===== src/rtl/mdr_mem_if.sv =====
//============================================================================
// Module  : mdr_mem_if
// Purpose : Memory data register with a single-beat memory handshake engine,
//           sub-word sizing, sign/zero extension and a bounded-wait timeout.
// Revision: 1.0 - initial release
//============================================================================
`default_nettype none

module mdr_mem_if #(
    parameter int DATA_W     = 32,
    parameter int TMO_CYCLES = 16,
    parameter int TMO_W      = 5
) (
    input  logic              clk,
    input  logic              clr,
    input  logic              MDRin,
    input  logic [DATA_W-1:0] busMuxOut,
    input  logic              rd_req,
    input  logic              wr_req,
    input  logic [1:0]        size,
    input  logic              sign_ext,
    input  logic              err_clr,
    input  logic [DATA_W-1:0] mem_rdata,
    input  logic              mem_ready,
    output logic              mem_rd,
    output logic              mem_wr,
    output logic [DATA_W-1:0] mem_wdata,
    output logic [DATA_W-1:0] q,
    output logic              busy,
    output logic              done,
    output logic              err
);

    typedef enum logic [1:0] {
        IDLE    = 2'd0,
        RD_WAIT = 2'd1,
        WR_WAIT = 2'd2,
        ERR     = 2'd3
    } state_t;

    localparam logic [TMO_W-1:0] c_tmo_last = TMO_W'(TMO_CYCLES - 1);

    state_t           r_state;
    logic [TMO_W-1:0] r_cnt;
    logic [1:0]       r_size;
    logic             r_sext;

    // Sub-word reads take the low lane; the fill bit is the lane's MSB only when signed.
    function automatic logic [DATA_W-1:0] fmt_rd(input logic [DATA_W-1:0] d,
                                                 input logic [1:0]        sz,
                                                 input logic              sx);
        logic [DATA_W-1:0] v;
        case (sz)
            2'b00: begin
                v       = {DATA_W{sx & d[7]}};
                v[7:0]  = d[7:0];
            end
            2'b01: begin
                v       = {DATA_W{sx & d[15]}};
                v[15:0] = d[15:0];
            end
            default: v = d;
        endcase
        return v;
    endfunction

    // Writes replicate the sub-word across every lane so any byte/half address hits.
    function automatic logic [DATA_W-1:0] fmt_wr(input logic [DATA_W-1:0] d,
                                                 input logic [1:0]        sz);
        logic [DATA_W-1:0] v;
        case (sz)
            2'b00:   v = {(DATA_W/8){d[7:0]}};
            2'b01:   v = {(DATA_W/16){d[15:0]}};
            default: v = d;
        endcase
        return v;
    endfunction

    assign busy = (r_state == RD_WAIT) || (r_state == WR_WAIT);

    always_ff @(posedge clk or negedge clr) begin
        if (!clr) begin
            r_state   <= IDLE;
            r_cnt     <= '0;
            r_size    <= 2'b00;
            r_sext    <= 1'b0;
            q         <= '0;
            mem_rd    <= 1'b0;
            mem_wr    <= 1'b0;
            mem_wdata <= '0;
            done      <= 1'b0;
            err       <= 1'b0;
        end else begin
            done <= 1'b0;
            case (r_state)
                IDLE: begin
                    if (rd_req) begin
                        r_size  <= size;
                        r_sext  <= sign_ext;
                        r_cnt   <= '0;
                        mem_rd  <= 1'b1;
                        r_state <= RD_WAIT;
                    end else if (wr_req) begin
                        r_size    <= size;
                        r_cnt     <= '0;
                        mem_wdata <= fmt_wr(q, size);
                        mem_wr    <= 1'b1;
                        r_state   <= WR_WAIT;
                    end else if (MDRin) begin
                        q <= busMuxOut;
                    end
                end
                RD_WAIT, WR_WAIT: begin
                    // Ready wins over timeout so the last allowed wait cycle still completes.
                    if (mem_ready) begin
                        if (r_state == RD_WAIT) begin
                            q <= fmt_rd(mem_rdata, r_size, r_sext);
                        end
                        mem_rd  <= 1'b0;
                        mem_wr  <= 1'b0;
                        done    <= 1'b1;
                        r_state <= IDLE;
                    end else if (r_cnt == c_tmo_last) begin
                        mem_rd  <= 1'b0;
                        mem_wr  <= 1'b0;
                        err     <= 1'b1;
                        r_state <= ERR;
                    end else begin
                        r_cnt <= r_cnt + TMO_W'(1);
                    end
                end
                ERR: begin
                    if (err_clr) begin
                        err     <= 1'b0;
                        r_state <= IDLE;
                    end
                end
                default: r_state <= IDLE;
            endcase
        end
    end

endmodule

`default_nettype wire


===== config.mk =====
export PLATFORM = sky130hd
export DESIGN_NAME = mdr_mem_if
export DESIGN_NICKNAME = d
export VERILOG_FILES = /design/src/rtl/mdr_mem_if.sv
export SDC_FILE = /design/constraint.sdc
export NUM_CORES = 1
export LEC_CHECK = 0
export ABC_CLOCK_PERIOD_IN_PS = 2380
export CAP_MARGIN = 20
export CORE_ASPECT_RATIO = 0.75
export CORE_MARGIN = 5
export CORE_UTILIZATION = 47
export DETAILED_ROUTE_END_ITERATION = 16
export HOLD_SLACK_MARGIN = 0.15
export PLACE_DENSITY = 0.86
export SLEW_MARGIN = 20
export SYNTH_ARGS = -nofsm -noshare
export SYNTH_HDL_FRONTEND = slang
export SYNTH_SLANG_ARGS = --single-unit

===== constraint.sdc =====
create_clock -name clk -period 2.38 [get_ports clk]
set_input_delay 0.476 -clock clk [delete_from_list [all_inputs] [get_ports clk]]
set_output_delay 0.476 -clock clk [all_outputs]
set_load 0.1 [all_outputs]

==> key figures <==
Outcome
  – Status: finished, final reports clean

Clock network
  – Clk buf depth: 2
  – CTS tree: built
  – H-tree lvl count: 3
  – Total CTS buffers: 9
  – Worst skew pair latency: 0.33 ns
  – CTS sink count: 78
  – Worst-path clk slew: 0.06 ns
  – Root Driver: clkbuf_16

Synth
  – Syn Inst Count: 372
  – Fraction of the mapped netlist area in compound gates: 13.6%
  – Count leader, synth: dfrtp_1
  – Largest family of logic cells by synthesized area: multiplexers
  – Most frequent cells after synthesis: dfrtp_1 (78), mux2i_1 (36), nand2_1 (31)
  – Synthesized cell area: 4340 um^2
  – Share of Yosys cell area claimed by the top area cell type: 44.9%
  – Syn Nets: 453
  – Multiplexer share of the synthesized area: 23.7%
  – Ys async rst share: 100%
  – Register area share after synthesis: 44.9%
  – XOR/XNOR Fraction of Synth Area: 0%
  – Post-Synth Adder-Cell Area: 2.02%
  – Post-synth EDFFs: 0
  – Library cells used by synthesis: 46
  – Ys flop type: dfrtp_1
  – Top post-synthesis cells by area: dfrtp_1 (45%), mux2i_1 (8.3%), mux2_2 (7.8%)
  – Syn_area_per_cell: 11.7 um^2
  – YS warnings: 0
  – Biggest area consumer among synthesized cells: dfrtp_1
  – #FFs+latches synth: 78
  – Synth Area in Simple Gates: 9.39%

Run
  – Max Cap Viol: 0

Route
  – Final WL: 13000 um
  – Via density: 5.59
  – Vias: 3575
  – Average wire per cell in the routed design: 20.4 um
  – Drc violations: 0
  – Pre-antenna DRT Iters: 4
  – Final ANT Viol Nets: 0
  – DR iter-0 viols: 266

Hold path
  – Hold WC Path Type: in -> async

GRT
  – Grt ovf: 0
  – Initial antenna violation count: 0
  – First-pass GRT wire length: 20600 um
  – Largest net degree at the start of global routing: 79
  – Vias in the first global route: 3753
  – GRT Total Usage: 23.4%

Floorplanning
  – Row count: 30
  – Die Ht: 93.3 um
  – IO Pins: 143
  – Core area: 9050 um^2
  – Initial core utilization: 48.0%
  – Die area: 11300 um^2
  – Chip Width: 121 um

Final layout
  – Area Growth Syn to Fin: 37.8%
  – Layout filler cell count: 661
  – Register area: 1950 um^2
  – Area of the multi-input gates: 2120 um^2
  – Nets: 589
  – Layout cell share with drive strength beyond 1: 31.3%
  – Diode count: 0

Timing
  – Slew of the pin with the lowest slew margin: 0.986 ns
  – Finish-stage setup viols: 0
  – Max-slew headroom: 34.3%
  – RSZ-0062 raised after global routing: false
  – Final worst path period need: 2.22 ns
  – PnR worst setup slack: 0.159 ns
  – Hold Fails Final Rpt: 0
  – Maximum clock rate: 450 MHz
  – Slew Limit Fails: 0
  – Tcrit/Tclk final: 93.3%
  – Setup TNS: 0 ns
  – Setup Skew: 0.00499 ns

Worst setup path
  – Crit-path cells: inv_1 > ha_1 > or2_1 > a222oi_1 > buf_4 > buf_12 > mux2_2
  – Setup crit end: q[31]
  – Worst path bufs/invs: 3
  – Worst path max stage delay: 0.40 ns
  – Critical path class: reg -> reg
  – Reg2reg start: r_state[0]
  – CP arrival: 2.44 ns
  – CP Depth: 7
  – Delay-heaviest family, CP: buffers and inverters
  – Worst Path Required: 2.59 ns
  – Critical Path End Type: flip-flop
  – CP Max Fanout: 17
  – CP max stage cell: a222oi_1
  – CP startpoint: r_state[0]
  – R2r setup slk: 0.16 ns
  – CP Launch Type: flip-flop
  – R2R cell count: 7
  – Critical R2R Capture: q[31]

Placement
  – Setup WS pre-CTS: 0.0726 ns
  – Port bufs: 142
  – DP Wirelength: 9600 um
  – Routability Congestion: 0.826
==> state kept, by name (all words and copies together) (netlist names) <==
signal and flops:
mem_wdata 32, r_cnt 5, r_sext 1, done 1
q 32, r_state 2, r_size 2, mem_rd 1
err 1, mem_wr 1
==> what timing repair did <==
item                       in CTS  in global routing
setup endpoints to repair       0                  2
hold endpoints to repair        0                  0
resized for setup               0                  1
hold buffers                    0                  0
buffers inserted                0                  0
==> per-layer routing <==
layer,part of all wire (%),global-route usage (%),vias up
li1,-,-,1647
met1,43,30.5,1757
met2,49,39.0,153
met3,6.7,6.29,18
met4,1.3,5.57,0
met5,0,0,-
==> through the flow <==
stage | hold WS (ns) | util [%] | std cells | instance area, um^2
global route | 0.385 | 66.2 | 640 | 5980
detailed placement | 0.472 | 62.9 | 625 | 5690
floorplan | 0.180 | - | 372 | 4350
global placement | 0.464 | 62.9 | 625 | 5690
finish | 0.308 | 66.2 | 640 | 5980
CTS | 0.338 | 66.1 | 640 | 5980
==> cell usage in the layout (no fill, tap or decap), types with 4 or more instances in the layout <==
master / synthesis / final
a221o_1: 15 / 15
and3_1: 17 / 17
dfrtp_1: 78 / 78
a221oi_1: 11 / 11
o211a_1: 8 / 8
mux2_2: 30 / 30
mux2_4: 22 / 22
o21ai_0: 30 / 30
buf_4: 2 / 81
inv_1: 14 / 14
clkdlybuf4s50_1: 0 / 72
buf_12: 3 / 4
mux2i_1: 36 / 36
nand2_1: 31 / 31
ha_1: 7 / 6
nor3b_1: 4 / 4
nand2b_1: 4 / 4
clkbuf_16: 0 / 9
==> how the worst min path moves through the flow <==
stage / endpoint / slack [ns] / depth (start not counted)
4_1_cts: mem_wdata[24] / 0.34 / 1
6_report: mem_wdata[6] / 0.31 / 1
3_5_place_dp: mem_wdata[23] / 0.47 / 2
3_3_place_gp: mem_wdata[12] / 0.46 / 2
2_1_floorplan: done / 0.18 / 0
5_1_grt: mem_wdata[6] / 0.38 / 1
==> layout make-up <==
cell class	instances	area share (%)
timing repair buffer	157	23.5
sequential	78	32.6
clock inverter	6	1.07
tap	128	2.68
clock buffer	9	3.76
inverter	15	0.941
multi-input combinational	247	35.4
==> cells by family (layout without fill, tap and decap cells) <==
group,after synthesis,after routing
DFF,78,78
muxes,88,88
adders and majority gates,7,7
and+or+nand+nor,74,74
AOI/OAI and AO/OA,78,78
buffers and inverters,47,187
Power is not shown: default switching activity piles up to over one toggle a cycle in this logic, so the estimate is an artifact.
